<file path="config.mk">
export PLATFORM = sky130hd
export DESIGN_NAME = seg_scan_controller
export DESIGN_NICKNAME = d
export VERILOG_FILES = /design/src/rtl/seg_scan_controller.sv
export SDC_FILE = /design/constraint.sdc
export NUM_CORES = 1
export LEC_CHECK = 0
export CORE_MARGIN = 3
export CORE_UTILIZATION = 52
export CTS_CLUSTER_DIAMETER = 100
export CTS_CLUSTER_SIZE = 25
export DETAILED_ROUTE_END_ITERATION = 16
export PLACE_DENSITY = 0.91
export SYNTH_ARGS = -nofsm -noshare
export SYNTH_HDL_FRONTEND = slang
export SYNTH_SLANG_ARGS = --single-unit
</file>
<file path="constraint.sdc">
create_clock -name clk -period 4.14 [get_ports clk]
set_input_delay 0.828 -clock clk [delete_from_list [all_inputs] [get_ports clk]]
set_output_delay 0.828 -clock clk [all_outputs]
set_load 0.03 [all_outputs]
</file>
<file path="src/rtl/seg_scan_controller.sv">
// Eight-digit common-anode seven-segment scan controller with per-frame input snapshot and guard blanking.
// Optional digit blinking is built only when SEG_SCAN_BLINK_EN is defined.
module seg_scan_controller #(
  parameter int CLK_HZ    = 100_000_000,
  parameter int SCAN_HZ   = 1000,
  parameter int BLINK_HZ  = 2,
  parameter int GUARD_CYC = 16,
  parameter int N_DIGITS  = 8
) (
  input  logic        clk,
  input  logic        rst,
  input  logic [31:0] data_in,
  input  logic [7:0]  digit_en,
  input  logic [7:0]  dp_mask,
  input  logic [7:0]  blink_mask,
  output logic [7:0]  an,
  output logic [6:0]  seg,
  output logic        dp,
  output logic        frame_start
);

  localparam int SCAN_DIV = CLK_HZ / SCAN_HZ;
  localparam int SLOT_W   = (SCAN_DIV > 1) ? $clog2(SCAN_DIV) : 1;
  localparam logic [SLOT_W-1:0] SLOT_LAST  = SLOT_W'(SCAN_DIV - 1);
  localparam logic [SLOT_W-1:0] GUARD_LAST = SLOT_W'(GUARD_CYC - 1);
  localparam logic [2:0]        IDX_LAST   = 3'(N_DIGITS - 1);

  typedef enum logic {GUARD = 1'b0, DRIVE = 1'b1} state_e;
  // With no guard interval a slot opens straight into DRIVE.
  localparam state_e SLOT_START = (GUARD_CYC == 0) ? DRIVE : GUARD;

  function automatic logic [6:0] hex_to_seg(input logic [3:0] v);
    case (v)
      4'h0: hex_to_seg = 7'h40;
      4'h1: hex_to_seg = 7'h79;
      4'h2: hex_to_seg = 7'h24;
      4'h3: hex_to_seg = 7'h30;
      4'h4: hex_to_seg = 7'h19;
      4'h5: hex_to_seg = 7'h12;
      4'h6: hex_to_seg = 7'h02;
      4'h7: hex_to_seg = 7'h78;
      4'h8: hex_to_seg = 7'h00;
      4'h9: hex_to_seg = 7'h10;
      4'hA: hex_to_seg = 7'h08;
      4'hB: hex_to_seg = 7'h03;
      4'hC: hex_to_seg = 7'h46;
      4'hD: hex_to_seg = 7'h21;
      4'hE: hex_to_seg = 7'h06;
      4'hF: hex_to_seg = 7'h0E;
      default: hex_to_seg = 7'h7F;
    endcase
  endfunction

  state_e            state_q;
  logic [SLOT_W-1:0] slot_cnt_q;
  logic [2:0]        idx_q;
  logic [31:0]       snap_data_q;
  logic [7:0]        snap_en_q;
  logic [7:0]        snap_dp_q;
  logic [7:0]        an_q, an_d;
  logic [6:0]        seg_q, seg_d;
  logic              dp_q, dp_d;
  logic              boundary_s;
  logic              slot_wrap_s;
  logic              blink_off_s;
  logic              lit_s;

  assign boundary_s  = (slot_cnt_q == '0) && (idx_q == 3'd0);
  assign slot_wrap_s = (slot_cnt_q == SLOT_LAST);
  assign frame_start = boundary_s & ~rst;

`ifdef SEG_SCAN_BLINK_EN
  localparam int BLINK_DIV = CLK_HZ / (2 * BLINK_HZ);
  localparam int BLINK_W   = (BLINK_DIV > 1) ? $clog2(BLINK_DIV) : 1;
  localparam logic [BLINK_W-1:0] BLINK_LAST = BLINK_W'(BLINK_DIV - 1);

  logic [BLINK_W-1:0] blink_cnt_q;
  logic               blink_phase_q;
  logic [7:0]         snap_blink_q;

  // Free-running blink half-period counter; deliberately not frame-aligned.
  always_ff @(posedge clk or posedge rst) begin
    if (rst) begin
      blink_cnt_q   <= '0;
      blink_phase_q <= 1'b0;
      snap_blink_q  <= 8'h00;
    end else begin
      if (blink_cnt_q == BLINK_LAST) begin
        blink_cnt_q   <= '0;
        blink_phase_q <= ~blink_phase_q;
      end else begin
        blink_cnt_q <= blink_cnt_q + BLINK_W'(1);
      end
      if (boundary_s) begin
        snap_blink_q <= blink_mask;
      end
    end
  end

  assign blink_off_s = snap_blink_q[idx_q] & blink_phase_q;
`else
  logic unused_s;
  assign unused_s    = ^{blink_mask, BLINK_HZ[0]};
  assign blink_off_s = 1'b0;
`endif

  assign lit_s = (state_q == DRIVE) & snap_en_q[idx_q] & ~blink_off_s;

  // Next pin values from this cycle's slot state; they reach the pins one cycle later.
  always_comb begin
    an_d  = 8'hFF;
    seg_d = 7'h7F;
    dp_d  = 1'b1;
    if (lit_s) begin
      an_d  = ~(8'h01 << idx_q);
      seg_d = hex_to_seg(snap_data_q[{idx_q, 2'b00} +: 4]);
      dp_d  = ~snap_dp_q[idx_q];
    end else begin
      an_d  = 8'hFF;
      seg_d = 7'h7F;
      dp_d  = 1'b1;
    end
  end

  // Slot FSM, digit index, frame snapshot and registered pins.
  always_ff @(posedge clk or posedge rst) begin
    if (rst) begin
      state_q     <= SLOT_START;
      slot_cnt_q  <= '0;
      idx_q       <= 3'd0;
      snap_data_q <= 32'h0;
      snap_en_q   <= 8'h00;
      snap_dp_q   <= 8'h00;
      an_q        <= 8'hFF;
      seg_q       <= 7'h7F;
      dp_q        <= 1'b1;
    end else begin
      if (slot_wrap_s) begin
        slot_cnt_q <= '0;
        idx_q      <= (idx_q == IDX_LAST) ? 3'd0 : idx_q + 3'd1;
        state_q    <= SLOT_START;
      end else begin
        slot_cnt_q <= slot_cnt_q + SLOT_W'(1);
        case (state_q)
          GUARD:   state_q <= (slot_cnt_q == GUARD_LAST) ? DRIVE : GUARD;
          DRIVE:   state_q <= DRIVE;
          default: state_q <= GUARD;
        endcase
      end
      if (boundary_s) begin
        snap_data_q <= data_in;
        snap_en_q   <= digit_en;
        snap_dp_q   <= dp_mask;
      end
      an_q  <= an_d;
      seg_q <= seg_d;
      dp_q  <= dp_d;
    end
  end

  assign an  = an_q;
  assign seg = seg_q;
  assign dp  = dp_q;

endmodule

</file>
Yosys cells after proc, flatten, opt, wreduce, memory -nomap -nowiden
Memory sizes are Yosys's and may differ from the RTL's.
Index checks and enable logic that the tools add are counted.
- memories: 1
- memory bits (read-only): 112
- output and inout bits: 17
- word-level logic and storage cells: 39
- bits of input ports: 58
- register bits after elaboration: 85
- magnitude comparators: 1
- reductions and logical operators: 3
- add/subtract/negate cells: 2
- multiplexer cells: 12
- eq/ne operators: 3
- shift-type cells: 2
- bitwise gates (word level): 6
- memory list (name ; words ; width ; rd ports ; clocked after memory_dff ; wr ports ; line ; RTL):
    (no name shown) ; 16 ; 7 ; 1 ; 0 ; 0 ; 33 ; case (v)
- operator list (operator ; number):
    32-bit by 6-bit indexed part select with 4-bit output ; 1
    17-bit by 1-bit adder with 17-bit output, second input constant ; 1
    17-bit equality test, second input constant ; 1
    17-bit by 4-bit equality test with 1-bit output, second input constant ; 1
    17-bit logical NOT ; 1
    17-bit 2-to-1 mux ; 1
    8-bit 2-to-1 mux ; 1
    8-bit inverter ; 1
    1-bit by 3-bit << shifter with 8-bit output, first input constant ; 1
    7-bit 2-to-1 mux ; 1
    1-bit binary-select mux with 3-bit select ; 2
    1-bit 2-to-1 mux ; 5
    3-bit by 4-bit < comparator with 1-bit output, second input constant ; 1
    3-bit by 1-bit adder with 3-bit output, second input constant ; 1
    3-bit equality test, second input constant ; 1
    3-bit logical NOT ; 1
    3-bit 2-to-1 mux ; 1
    1-bit inverter ; 3
    1-bit bitwise AND ; 2
    1-bit one-hot mux with 2 select lines ; 1
    1-bit logical AND ; 1

Logic depth before layout (Yosys ltp)
- depth in word-level cells: 4
- mapped depth: 10
- mapped depth without buffers: 8

Least setup slack after synthesis
OpenSTA, ideal clock, no wires.
- kind: input to output
- start: input port rst
- end: output port frame_start
- setup slack: 241 ps
- arrival: 3071 ps
- stages: 2
- buffers on the path: 0
- required time: 3312 ps
- cell sequence: inv_1 -> and2_1
- cells in the longest elaborated chain, start to end: 2
- RTL lines (what ; line ; RTL):
    start, declared ; 11 ; input logic rst,
    1-bit inverter ; 70 ; assign frame_start = boundary_s & ~rst;
    1-bit bitwise AND ; 70 ;
    end, declared ; 19 ; output logic frame_start
Every way passes these cells.

Worst setup path after layout
- start: register slot_cnt_q[4]
- end: output port frame_start
- cells in the longest elaborated chain, start to end: 3
- RTL lines (what ; line ; RTL):
    start, declared ; 55 ; logic [SLOT_W-1:0] slot_cnt_q;
    start signal, assigned ; 143 ; slot_cnt_q <= slot_cnt_q + SLOT_W'(1);
    17-bit logical NOT ; 68 ; assign boundary_s = (slot_cnt_q == '0) && (idx_q == 3'd0);
    1-bit logical AND ; 68 ;
    1-bit bitwise AND ; 70 ;
Every way passes these cells.

==> impl_metrics.py <==
metrics = {
    "run_status": {
        "status": "finished clean",
    },
    "worst_setup_path": {
        "cp_slowest_cell": "clkdlybuf4s50_1",
        "path_cells": "or4_4 -> nor4_4 -> and3_2 -> and2_1 -> clkdlybuf4s50_1",
        "worst_path_largest_cell_delay_ns": 0.68,
        "end_kind": "primary output",
        "crit_type": "reg -> out",
        "cp-start-kind": "flop",
        "critPathMaxFanout": 4,
        "cp.required_ns": 3.31,
        "arrival_ns": 2.56,
    },
    "placed_design": {
        "place.gp.congestion": 0.861,
        "dp_hpwl_um": 5360,
        "port_buffers": 66,
        "placed_area_um2": 4770,
    },
    "sta": {
        "fin_setup_tns_ns": 0,
        "max_freq_mhz": 295,
        "rsz0062_at_grt": "false",
        "worst_slew_pin_slew_ns": 1.02,
        "period_needed_ns": 3.39,
        "setup-violations-final": 0,
        "timing.final.crit_share_pct": 81.9,
        "hold_viol_final": 0,
        "skew_ns": 0.0114,
        "relSlewSlack_pct": 32.0,
        "slew_violations": 0,
    },
    "synthesis": {
        "synth_enable_flop_cells": 0,
        "netlist_area_um2": 4050,
        "synthCells": 303,
        "synthFlopType": "dfrtp_1",
        "yosysSeqAreaShare_pct": 53.0,
        "ys_async_sr_fraction_pct": 100,
        "yosysWarnings": 0,
        "yosys.cell_types.count": 44,
        "synth-seq-cells": 85,
        "synth.avg_cell_area_um2": 13.4,
        "syn-num-nets": 375,
    },
    "global_route": {
        "grt.overflow.total": 0,
        "antenna_found_initial": 0,
        "grt_pass1_wl_um": 13000,
        "grt_max_degree": 86,
        "track_usage_pct": 19.5,
        "first_global_vias": 2648,
    },
    "cts": {
        "clockBufferDepth": 2,
        "cts.sinks": 85,
        "cts_buffers": 9,
        "cts_hold_buf": 0,
        "cts-resized-gates": 0,
        "cts-root-buf": "clkbuf_8",
        "clk_pin_slew_ns": 0.08,
        "insertion_delay_ns": 0.36,
        "cts_setup_buffers": 0,
        "cts_tree": "done",
        "htreeDepth": 3,
    },
    "floorplanning": {
        "coreArea_um2": 7410,
        "num_io_pins": 75,
        "num_rows": 31,
        "start_util_pct": 54.6,
        "die_area_um2": 8880,
        "die_h_um": 94.2,
        "die-width_um": 94.2,
    },
    "pwr": {
        "pwr-share-comb_pct": 9.1,
        "sw_frac_of_total_pct": 22.4,
        "irDropWorstVdd_mv": 0.255,
        "intPower_mw": 1.33,
        "p_leak_nw": 2.08,
        "p_seq_share_pct": 51.4,
        "p_switching_uw": 382,
        "p_clk_share_pct": 39.5,
        "cellPowerDensity_nw_per_um2": 342,
    },
    "cells_and_area": {
        "antenna-diode-count": 0,
        "area_delta_synth_final_pct": 23.5,
        "fin_area_um2": 5000,
        "finalNetCount": 444,
        "drive_gt1_share_pct": 28.1,
    },
    "route": {
        "route.detailed.drc": 0,
        "drtIter0Drc": 120,
        "drt-total-wl_um": 7880,
        "dr_total_vias": 2553,
        "antenna_left": 0,
        "wl_per_cell_um": 16.6,
        "viasPerCell": 5.36,
        "first_pass_iters": 6,
    },
    "worst_hold_path": {
        "hold_class": "reg -> reg",
    },
    "flow_run": {
        "maxCapViolations": 0,
    },
}
layout make-up:
class	count	area, um^2
Clock buffer	11	151
Clock inverter	5	81.3
Fill cell	512	2410
Inverter	14	53.8
Multi-Input combinational cell	191	1740
Sequential cell	85	2150
Tap cell	99	124
Timing Repair Buffer	71	698
power groups by stage:
stage / sequential (mW) / combinational (mW) / clock [mW]
after floorplan: 0.904 / 0.0675 / 0
after global placement: 0.892 / 0.151 / 0
after detailed placement: 0.894 / 0.156 / 0
after CTS: 0.879 / 0.158 / 0.685
after global routing: 0.883 / 0.168 / 0.722
final: 0.879 / 0.156 / 0.675
layer usage:
layer	up-vias	part of all wire (%)	track usage, %
li1	1198	-	-
met1	1270	43	24.6
met2	71	50	32.2
met3	14	4.9	5.37
met4	0	1.8	7.22
met5	-	0	0
cells in the final DEF, fill, tap and decap left out, types with 2 or more instances in the layout:
master            n
a211oi_1          2
mux2_4            9
bufinv_16         2
o221ai_1          4
mux4_2           10
mux2i_1           7
ha_1             14
clkinv_2          2
clkbuf_8         11
o211ai_1          2
mux2_2           41
xor2_1            7
and2_1            2
nand3_1           8
nand2_1          25
and3_1            3
xnor2_1           8
buf_4             5
o21ai_0           3
clkdlybuf4s50_1  66
nor2b_1           2
dfstp_2          16
nand4_1           4
a21oi_1           2
dfrtp_1          69
nor2_1           15
nor3_1            6
inv_1            12
critical path, delay by kind of cell (launching register included):
| kind | cells | cell delay [ns] |
|---|---|---|
| buffers and inverters | 1 | 0.68 |
| and+or+nand+nor | 4 | 1.10 |
| DFF | 1 | 0.43 |
synth_stat cells (3+ instances only):
| cell type | instances | area (um^2) |
|---|---|---|
| nand3_1 | 8 | 40.0 |
| mux2i_1 | 7 | 70.1 |
| o221ai_1 | 4 | 35.0 |
| inv_1 | 13 | 48.8 |
| and3_1 | 4 | 25.0 |
| mux4_2 | 10 | 225 |
| nor3_1 | 6 | 30.0 |
| mux2_2 | 41 | 462 |
| o21ai_0 | 3 | 15.0 |
| nor2_1 | 15 | 56.3 |
| dfrtp_1 | 69 | 1730 |
| buf_4 | 6 | 45.0 |
| mux2_4 | 9 | 135 |
| xnor2_1 | 8 | 70.1 |
| nand2_1 | 25 | 93.8 |
| ha_1 | 14 | 175 |
| clkbuf_1 | 3 | 11.3 |
| dfstp_2 | 16 | 420 |
| nand4_1 | 4 | 25.0 |
| xor2_1 | 7 | 61.3 |
through the flow:
| stage | power (mW) | setup WS (ns) | util [%] | instances | hold WS [ns] |
|---|---|---|---|---|---|
| finish | 1.71 | 0.747 | 67.5 | 476 | 0.510 |
| floorplan | 0.972 | 0.241 | - | 303 | 0.459 |
| CTS | 1.72 | 0.726 | 67.5 | 476 | 0.503 |
| detailed placement | 1.05 | 1.14 | 64.3 | 460 | 0.486 |
| global route | 1.77 | 0.607 | 67.5 | 476 | 0.518 |
| global placement | 1.04 | 1.15 | 64.3 | 460 | 0.477 |
path summary, 6_finish.rpt:
path                                from        endpoint  slack [ns]  cells past startpoint
setup / recovery           slot_cnt_q[4]     frame_start        0.75                      5
hold / removal             slot_cnt_q[6]   slot_cnt_q[6]        0.51                      1
setup reg to reg                idx_q[0]          seg[3]        1.46                      9
hold reg to reg            slot_cnt_q[6]   slot_cnt_q[6]        0.51                      1
max in group asynchronous            rst  slot_cnt_q[12]        2.37                      3
min in group asynchronous            rst    snap_dp_q[3]        1.13                      3
logic make-up (layout without fill, tap and decap cells):
family          count (synthesis)  count (layout)  share of synthesized area [%]
xor+xnor                       15              15                           3.25
simple gates                   75              75                           9.46
flops                          85              85                           53.0
compound gates                 19              19                           3.40
mux                            68              68                           22.6
fa+ha+maj                      14              14                           4.33
buf+inv                        27             101                           3.93
registers in the layout (all words and copies together) (netlist names):
register and count:
an 8, snap_data_q 32, snap_en_q 8, seg 7, state_q 1, dp 1, snap_dp_q 8, idx_q 3
slot_cnt_q 17
Note: power is estimated with default switching activity, not from simulation.
